$ cat src/rtl/data_path_more_if.sv
// Bus between the datapath and its surroundings: instruction field and control
// inputs from the control unit / memories, datapath results back out.
interface data_path_more_if;
  logic [25:0] inst_field;
  logic        Jal;
  logic        RegDst;
  logic [31:0] Data_in;
  logic [1:0]  DatatoReg;
  logic [2:0]  ALU_Control;
  logic [1:0]  Branch;
  logic        ALUSrc_B;
  logic        RegWrite;
  logic [31:0] PC_out;
  logic [31:0] pc_4;
  logic [31:0] ALU_out;
  logic [31:0] Data_out;
  logic        zero;
  logic        overflow;

  modport master (
    output inst_field, Jal, RegDst, Data_in, DatatoReg, ALU_Control, Branch,
           ALUSrc_B, RegWrite,
    input  PC_out, pc_4, ALU_out, Data_out, zero, overflow
  );

  modport slave (
    input  inst_field, Jal, RegDst, Data_in, DatatoReg, ALU_Control, Branch,
           ALUSrc_B, RegWrite,
    output PC_out, pc_4, ALU_out, Data_out, zero, overflow
  );
endinterface

$ cat src/rtl/data_path_more.sv
// Single-cycle MIPS-style datapath: PC, 32x32 register file, ALU, immediate
// extension, write-back and next-PC selection. One instruction per clock.
module data_path_more (
  input  logic            clk,
  input  logic            rst,
  data_path_more_if.slave bus
);
  typedef enum logic [2:0] {
    ALU_AND = 3'b000,
    ALU_OR  = 3'b001,
    ALU_ADD = 3'b010,
    ALU_XOR = 3'b011,
    ALU_NOR = 3'b100,
    ALU_SRL = 3'b101,
    ALU_SUB = 3'b110,
    ALU_SLT = 3'b111
  } alu_op_e;

  logic [31:0] pc_q, pc_d;
  logic [31:0] rf_q [32];

  logic [4:0]  rs, rt, rd, waddr;
  logic [15:0] imm;
  logic [31:0] imm_ext, rdata_a, rdata_b, alu_b, alu_res, wdata, pc_4;
  logic        alu_ovf;
  alu_op_e     alu_op;

  assign rs      = bus.inst_field[25:21];
  assign rt      = bus.inst_field[20:16];
  assign rd      = bus.inst_field[15:11];
  assign imm     = bus.inst_field[15:0];
  assign imm_ext = {{16{imm[15]}}, imm};
  assign alu_op  = alu_op_e'(bus.ALU_Control);
  assign pc_4    = pc_q + 32'd4;

  // r0 is never written, but the explicit guard keeps it zero by construction.
  assign rdata_a = (rs == 5'd0) ? 32'd0 : rf_q[rs];
  assign rdata_b = (rt == 5'd0) ? 32'd0 : rf_q[rt];
  assign alu_b   = bus.ALUSrc_B ? imm_ext : rdata_b;
  assign waddr   = bus.Jal ? 5'd31 : (bus.RegDst ? rd : rt);

  // NOTE: every always_comb output gets a default first so no path can infer a latch.
  always_comb begin
    alu_res = 32'd0;
    alu_ovf = 1'b0;
    unique case (alu_op)
      ALU_AND: alu_res = rdata_a & alu_b;
      ALU_OR:  alu_res = rdata_a | alu_b;
      ALU_XOR: alu_res = rdata_a ^ alu_b;
      ALU_NOR: alu_res = ~(rdata_a | alu_b);
      ALU_SRL: alu_res = alu_b >> rdata_a[4:0];
      ALU_SLT: alu_res = {31'd0, rdata_a < alu_b};
      ALU_ADD: begin
        alu_res = rdata_a + alu_b;
        alu_ovf = (rdata_a[31] == alu_b[31]) && (alu_res[31] != rdata_a[31]);
      end
      ALU_SUB: begin
        alu_res = rdata_a - alu_b;
        alu_ovf = (rdata_a[31] != alu_b[31]) && (alu_res[31] != rdata_a[31]);
      end
    endcase
  end

  always_comb begin
    wdata = alu_res;
    unique case (bus.DatatoReg)
      2'b00: wdata = alu_res;
      2'b01: wdata = bus.Data_in;
      2'b10: wdata = {imm, 16'h0000};
      2'b11: wdata = pc_4;
    endcase
  end

  always_comb begin
    pc_d = pc_4;
    unique case (bus.Branch)
      2'b00: pc_d = pc_4;
      2'b01: pc_d = (alu_res == 32'd0) ? pc_4 + {imm_ext[29:0], 2'b00} : pc_4;
      2'b10: pc_d = {pc_4[31:28], bus.inst_field, 2'b00};
      2'b11: pc_d = rdata_a;
    endcase
  end

  // NOTE: sequential state uses non-blocking assignments so every register
  // samples pre-edge values; JR/JAL and same-cycle reads depend on that.
  always_ff @(posedge clk) begin
    if (rst) begin
      pc_q <= 32'd0;
      // NOTE: the register file is cleared on reset because software relies on
      // all registers starting at zero; this forces flops rather than a RAM macro.
      for (int i = 0; i < 32; i++) rf_q[i] <= 32'd0;
    end else begin
      pc_q <= pc_d;
      if (bus.RegWrite && (waddr != 5'd0)) rf_q[waddr] <= wdata;
    end
  end

  assign bus.PC_out   = pc_q;
  assign bus.pc_4     = pc_4;
  assign bus.ALU_out  = alu_res;
  assign bus.Data_out = rdata_b;
  assign bus.zero     = (alu_res == 32'd0);
  assign bus.overflow = alu_ovf;
endmodule

$ cat src/flat_wrapper.sv
// flat-port wrapper written by rule: the top's interface ports become plain ports
module data_path_more_flat 
  (clk, rst, bus_inst_field, bus_Jal, bus_RegDst, bus_Data_in, bus_DatatoReg, bus_ALU_Control, bus_Branch, bus_ALUSrc_B, bus_RegWrite, bus_PC_out, bus_pc_4, bus_ALU_out, bus_Data_out, bus_zero, bus_overflow);
  data_path_more_if bus_i ();
  input  logic clk;
  input  logic rst;
  input wire logic [$bits(bus_i.inst_field)-1:0] bus_inst_field;
  input wire logic [$bits(bus_i.Jal)-1:0] bus_Jal;
  input wire logic [$bits(bus_i.RegDst)-1:0] bus_RegDst;
  input wire logic [$bits(bus_i.Data_in)-1:0] bus_Data_in;
  input wire logic [$bits(bus_i.DatatoReg)-1:0] bus_DatatoReg;
  input wire logic [$bits(bus_i.ALU_Control)-1:0] bus_ALU_Control;
  input wire logic [$bits(bus_i.Branch)-1:0] bus_Branch;
  input wire logic [$bits(bus_i.ALUSrc_B)-1:0] bus_ALUSrc_B;
  input wire logic [$bits(bus_i.RegWrite)-1:0] bus_RegWrite;
  output wire logic [$bits(bus_i.PC_out)-1:0] bus_PC_out;
  output wire logic [$bits(bus_i.pc_4)-1:0] bus_pc_4;
  output wire logic [$bits(bus_i.ALU_out)-1:0] bus_ALU_out;
  output wire logic [$bits(bus_i.Data_out)-1:0] bus_Data_out;
  output wire logic [$bits(bus_i.zero)-1:0] bus_zero;
  output wire logic [$bits(bus_i.overflow)-1:0] bus_overflow;
  assign bus_i.inst_field = bus_inst_field;
  assign bus_i.Jal = bus_Jal;
  assign bus_i.RegDst = bus_RegDst;
  assign bus_i.Data_in = bus_Data_in;
  assign bus_i.DatatoReg = bus_DatatoReg;
  assign bus_i.ALU_Control = bus_ALU_Control;
  assign bus_i.Branch = bus_Branch;
  assign bus_i.ALUSrc_B = bus_ALUSrc_B;
  assign bus_i.RegWrite = bus_RegWrite;
  assign bus_PC_out = bus_i.PC_out;
  assign bus_pc_4 = bus_i.pc_4;
  assign bus_ALU_out = bus_i.ALU_out;
  assign bus_Data_out = bus_i.Data_out;
  assign bus_zero = bus_i.zero;
  assign bus_overflow = bus_i.overflow;
  data_path_more u_core (.clk(clk), .rst(rst), .bus(bus_i));
endmodule
$ cat config.mk
export PLATFORM = sky130hd
export DESIGN_NAME = data_path_more_flat
export DESIGN_NICKNAME = d
export VERILOG_FILES = /design/src/rtl/data_path_more_if.sv /design/src/rtl/data_path_more.sv /design/src/flat_wrapper.sv
export SDC_FILE = /design/constraint.sdc
export NUM_CORES = 2
export LEC_CHECK = 0
export CAP_MARGIN = 0
export CORE_MARGIN = 5
export CORE_UTILIZATION = 27
export CTS_CLUSTER_SIZE = 12
export DETAILED_ROUTE_END_ITERATION = 7
export RECOVER_POWER = 50
export SYNTH_ARGS = -nofsm -noshare
export SYNTH_HDL_FRONTEND = slang
export SYNTH_SLANG_ARGS = --single-unit
export TNS_END_PERCENT = 30
$ cat constraint.sdc
create_clock -name clk -period 28.5 [get_ports clk]
set_input_delay 4.275 -clock clk [delete_from_list [all_inputs] [get_ports clk]]
set_output_delay 4.275 -clock clk [all_outputs]
set_load 0.02 [all_outputs]
==> impl_metrics.py <==
metrics = {
    "die": {
        "fp.coreArea_sq_um": 238500,
        "die_w_um": 500.0,
        "start_util_pct": 27.18,
        "io_pins": 201,
        "die_h_um": 500.0,
        "design.die.area_sq_um": 250000,
        "rows": 179,
    },
    "synthesis": {
        "synth_cells": 5517,
        "yosysUniqueCellTypes": 99,
        "synth_edf_count": 1024,
        "synthTopCellsByArea": "edfxtp_1 47%, mux4_2 16%, nor2_1 7.1%, mux2i_1 5.2%, ha_1 2.4%",
        "synth_seq_area_share_pct": 48.42,
        "synth_flop_cell": "edfxtp_1",
        "synth.top_cell.area_share_pct": 47.43,
        "postSynthAreaPerCell_sq_um": 11.75,
        "ys_ff_latch": 1056,
        "synthArstFlopShare_pct": 0,
        "yosys_warnings": 0,
        "yosys.area.top_type": "edfxtp_1",
        "syn-cell-area_sq_um": 64830,
    },
    "layout": {
        "final_cell_mix": "1221 x nor2_1, 1024 x edfxtp_1, 449 x mux4_2",
        "final_common_cell": "nor2_1",
        "drive_above_1_share_pct": 15.93,
        "fin_nets": 5767,
        "area_growth_pct": 13.76,
    },
    "cts": {
        "clockBufferDepth": 3,
        "cts_setup_buffers": 0,
        "cts_sinks": 1056,
        "clk_latency_ps": 780,
        "tritoncts": "yes",
        "postCtsHoldBufs": 0,
        "path_clk_slew_ps": 60,
        "htreeDepth": 3,
        "numCtsBuffers": 114,
        "cts_resized": 0,
        "cts-root-buf": "clkbuf_16",
    },
    "setup_path": {
        "critPathMostFrequentCell": "nand4_1",
        "crit_path_start_kind": "primary input",
        "critPathTopFamily": "buffers and inverters",
        "reg2reg_slack_ps": 18720,
        "cp_slowest_cell": "clkbuf_1",
        "worstRegToRegCells": 24,
        "startpoint": "bus_inst_field[16]",
        "worst_r2r_endpoint": "u_core.bus.PC_out[7]$_SDFF_PP0_",
        "end_kind": "output port",
        "crit_required_ps": 24230,
        "cp_data_arrival_time_ps": 19260,
        "path_class": "in -> out",
        "crit_fanout": 96,
        "max_stage_delay_ps": 2960,
        "r2r-start": "u_core.rf_q[1][0]$_SDFFCE_PN0P_",
        "critPathBufInv": 7,
    },
    "grt": {
        "antenna_found_initial": 27,
        "grtUsageTotal_pct": 22.02,
        "gr-total-overflow": 0,
        "grt_max_degree": 103,
        "grt_pass1_wl_um": 395900,
        "grt_pass1_vias": 50350,
    },
    "power": {
        "p_leak_nw": 26.08,
        "power_mw": 4.322,
        "p_per_area_nw_per_um2": 58.61,
        "ir_drop_uv": 61.40,
    },
    "route": {
        "drtIter0Drc": 7895,
        "vias_per_cell": 5.960,
        "drc_errors": 0,
        "ant_nets": 0,
        "via_count": 52680,
        "wire_per_inst_um": 32.56,
        "firstDrtPassIters": 6,
        "totalWireLength_um": 287800,
    },
    "sta": {
        "setup_violations": 0,
        "fin_crit_ps": 23530,
        "rsz0062_at_grt": "false",
        "worstMarginPinSlew_ps": 4298,
        "hold_violations": 0,
        "fin_tns_setup_ps": 0,
        "finClkSkew_ps": 77.23,
        "slew_headroom_pct": -186.5,
        "drv_slew": 1501,
        "timing.final.crit_share_pct": 82.56,
        "timing.fmax_ghz": 0.04250,
    },
    "placed_design": {
        "port-buffer-count": 200,
        "hpwl_um": 192900,
        "place.gp.congestion": 1.023,
    },
    "flow_run": {
        "maxCapViolations": 51,
    },
    "worst_hold_path": {
        "worstHoldPathType": "reg -> reg",
        "hold_path_end": "u_core.bus.PC_out[1]$_SDFFE_PP0P_",
        "whs_path_depth": 2,
        "worstHoldStart": "u_core.bus.PC_out[1]$_SDFFE_PP0P_",
    },
    "run_status": {
        "outcome": "finished, violations left",
        "violations": "max-capacitance violations, max-slew violations",
    },
}
cells by family after synthesis:
family                     after synthesis  synth area share, %
other                                    1             0.005784
xor gates and xnor gates                74               0.9998
muxes                                  824                21.62
AOI/OAI and AO/OA                      923                9.770
and+or+nand+nor                       1857                12.23
DFF                                   1056                48.42
buffers and inverters                  653                4.429
adders and majority gates              129                2.524
worst max path at each step:
stage                     slack [ps]        to  cells after the start
final                           4970  bus_zero                     26
after global routing            4290  bus_zero                     26
after CTS                       8800  bus_zero                     27
after detailed placement        8830  bus_zero                     27
after global placement          8990  bus_zero                     27
after floorplan                12850  bus_zero                     31
cells in the mapped netlist (all sizes together) (46+ instances only):
cell type	instances
nor2	1226
edfxtp	1024
mux4	456
clkbuf	353
mux2i	338
nand2	229
a21oi	181
buf	151
inv	148
o21ai	148
a22oi	133
ha	126
nand3	85
nor3	76
nand2b	59
a31oi	56
o22ai	55
xnor2	46
routing by layer:
layer  wire length, um  vias to the layer above  global-route usage, %
met5               108                        -                      0
met4             19880                       16                  12.75
met3             37320                      809                  5.957
met2            126200                     4189                  33.67
met1            104300                    26660                  28.09
li1                  -                    21010                      -
power breakdown:
part,switching (mW),internal (mW)
sequential,0.0348,1.77
clock,0.648,0.774
combinational,0.740,0.360
total,1.42,2.90
per-stage QoR:
stage               area (sq um)  hold WS [ps]  util, %  cells  setup WS (ps)
finish                     73750         724.5    30.92   8839           4970
global route               73730         770.4    30.91   8832           4289
CTS                        74040         753.1    31.04   8830           8801
detailed placement         70570         742.7    29.59   8618           8832
global placement           70570         731.8    29.59   8618           8985
floorplan                  64940         554.3        -   5548          12850
final cells by class:
cell class	instances	area, sq um
repair buffers	407	3376
fillers	24040	164800
well taps	3167	3963
inverters	149	564.3
clock buffers	155	3049
flip-flops and latches	1056	31390
multi-input cells	3839	30960
diodes	9	22.52
clock inverters	57	419.2
sequential cells by signal, summed over array words and instances (netlist names):
name	count
u_core.bus.PC_out	32
u_core.rf_q	1024
worst reg2reg max path, cell delays in order (launching register included):
cell       delay, ps
edfxtp_1         390
mux2_2           280
a221oi_1         820
o32ai_1          400
nor3_4           200
buf_4            500
inv_2            370
ha_1             360
fa_1             440
a21o_1           230
a221oi_1         890
a2111o_1         280
a31oi_1          210
o2111ai_1        490
a2111oi_0        170
nand3b_1         200
nor3_1           460
nand4bb_1        160
a2111oi_0        460
nand4_1          240
nor4_1           490
nand4bb_1        490
inv_6            480
a31oi_1          170
a221oi_1         410
Note: power is estimated with default switching activity, not from simulation.
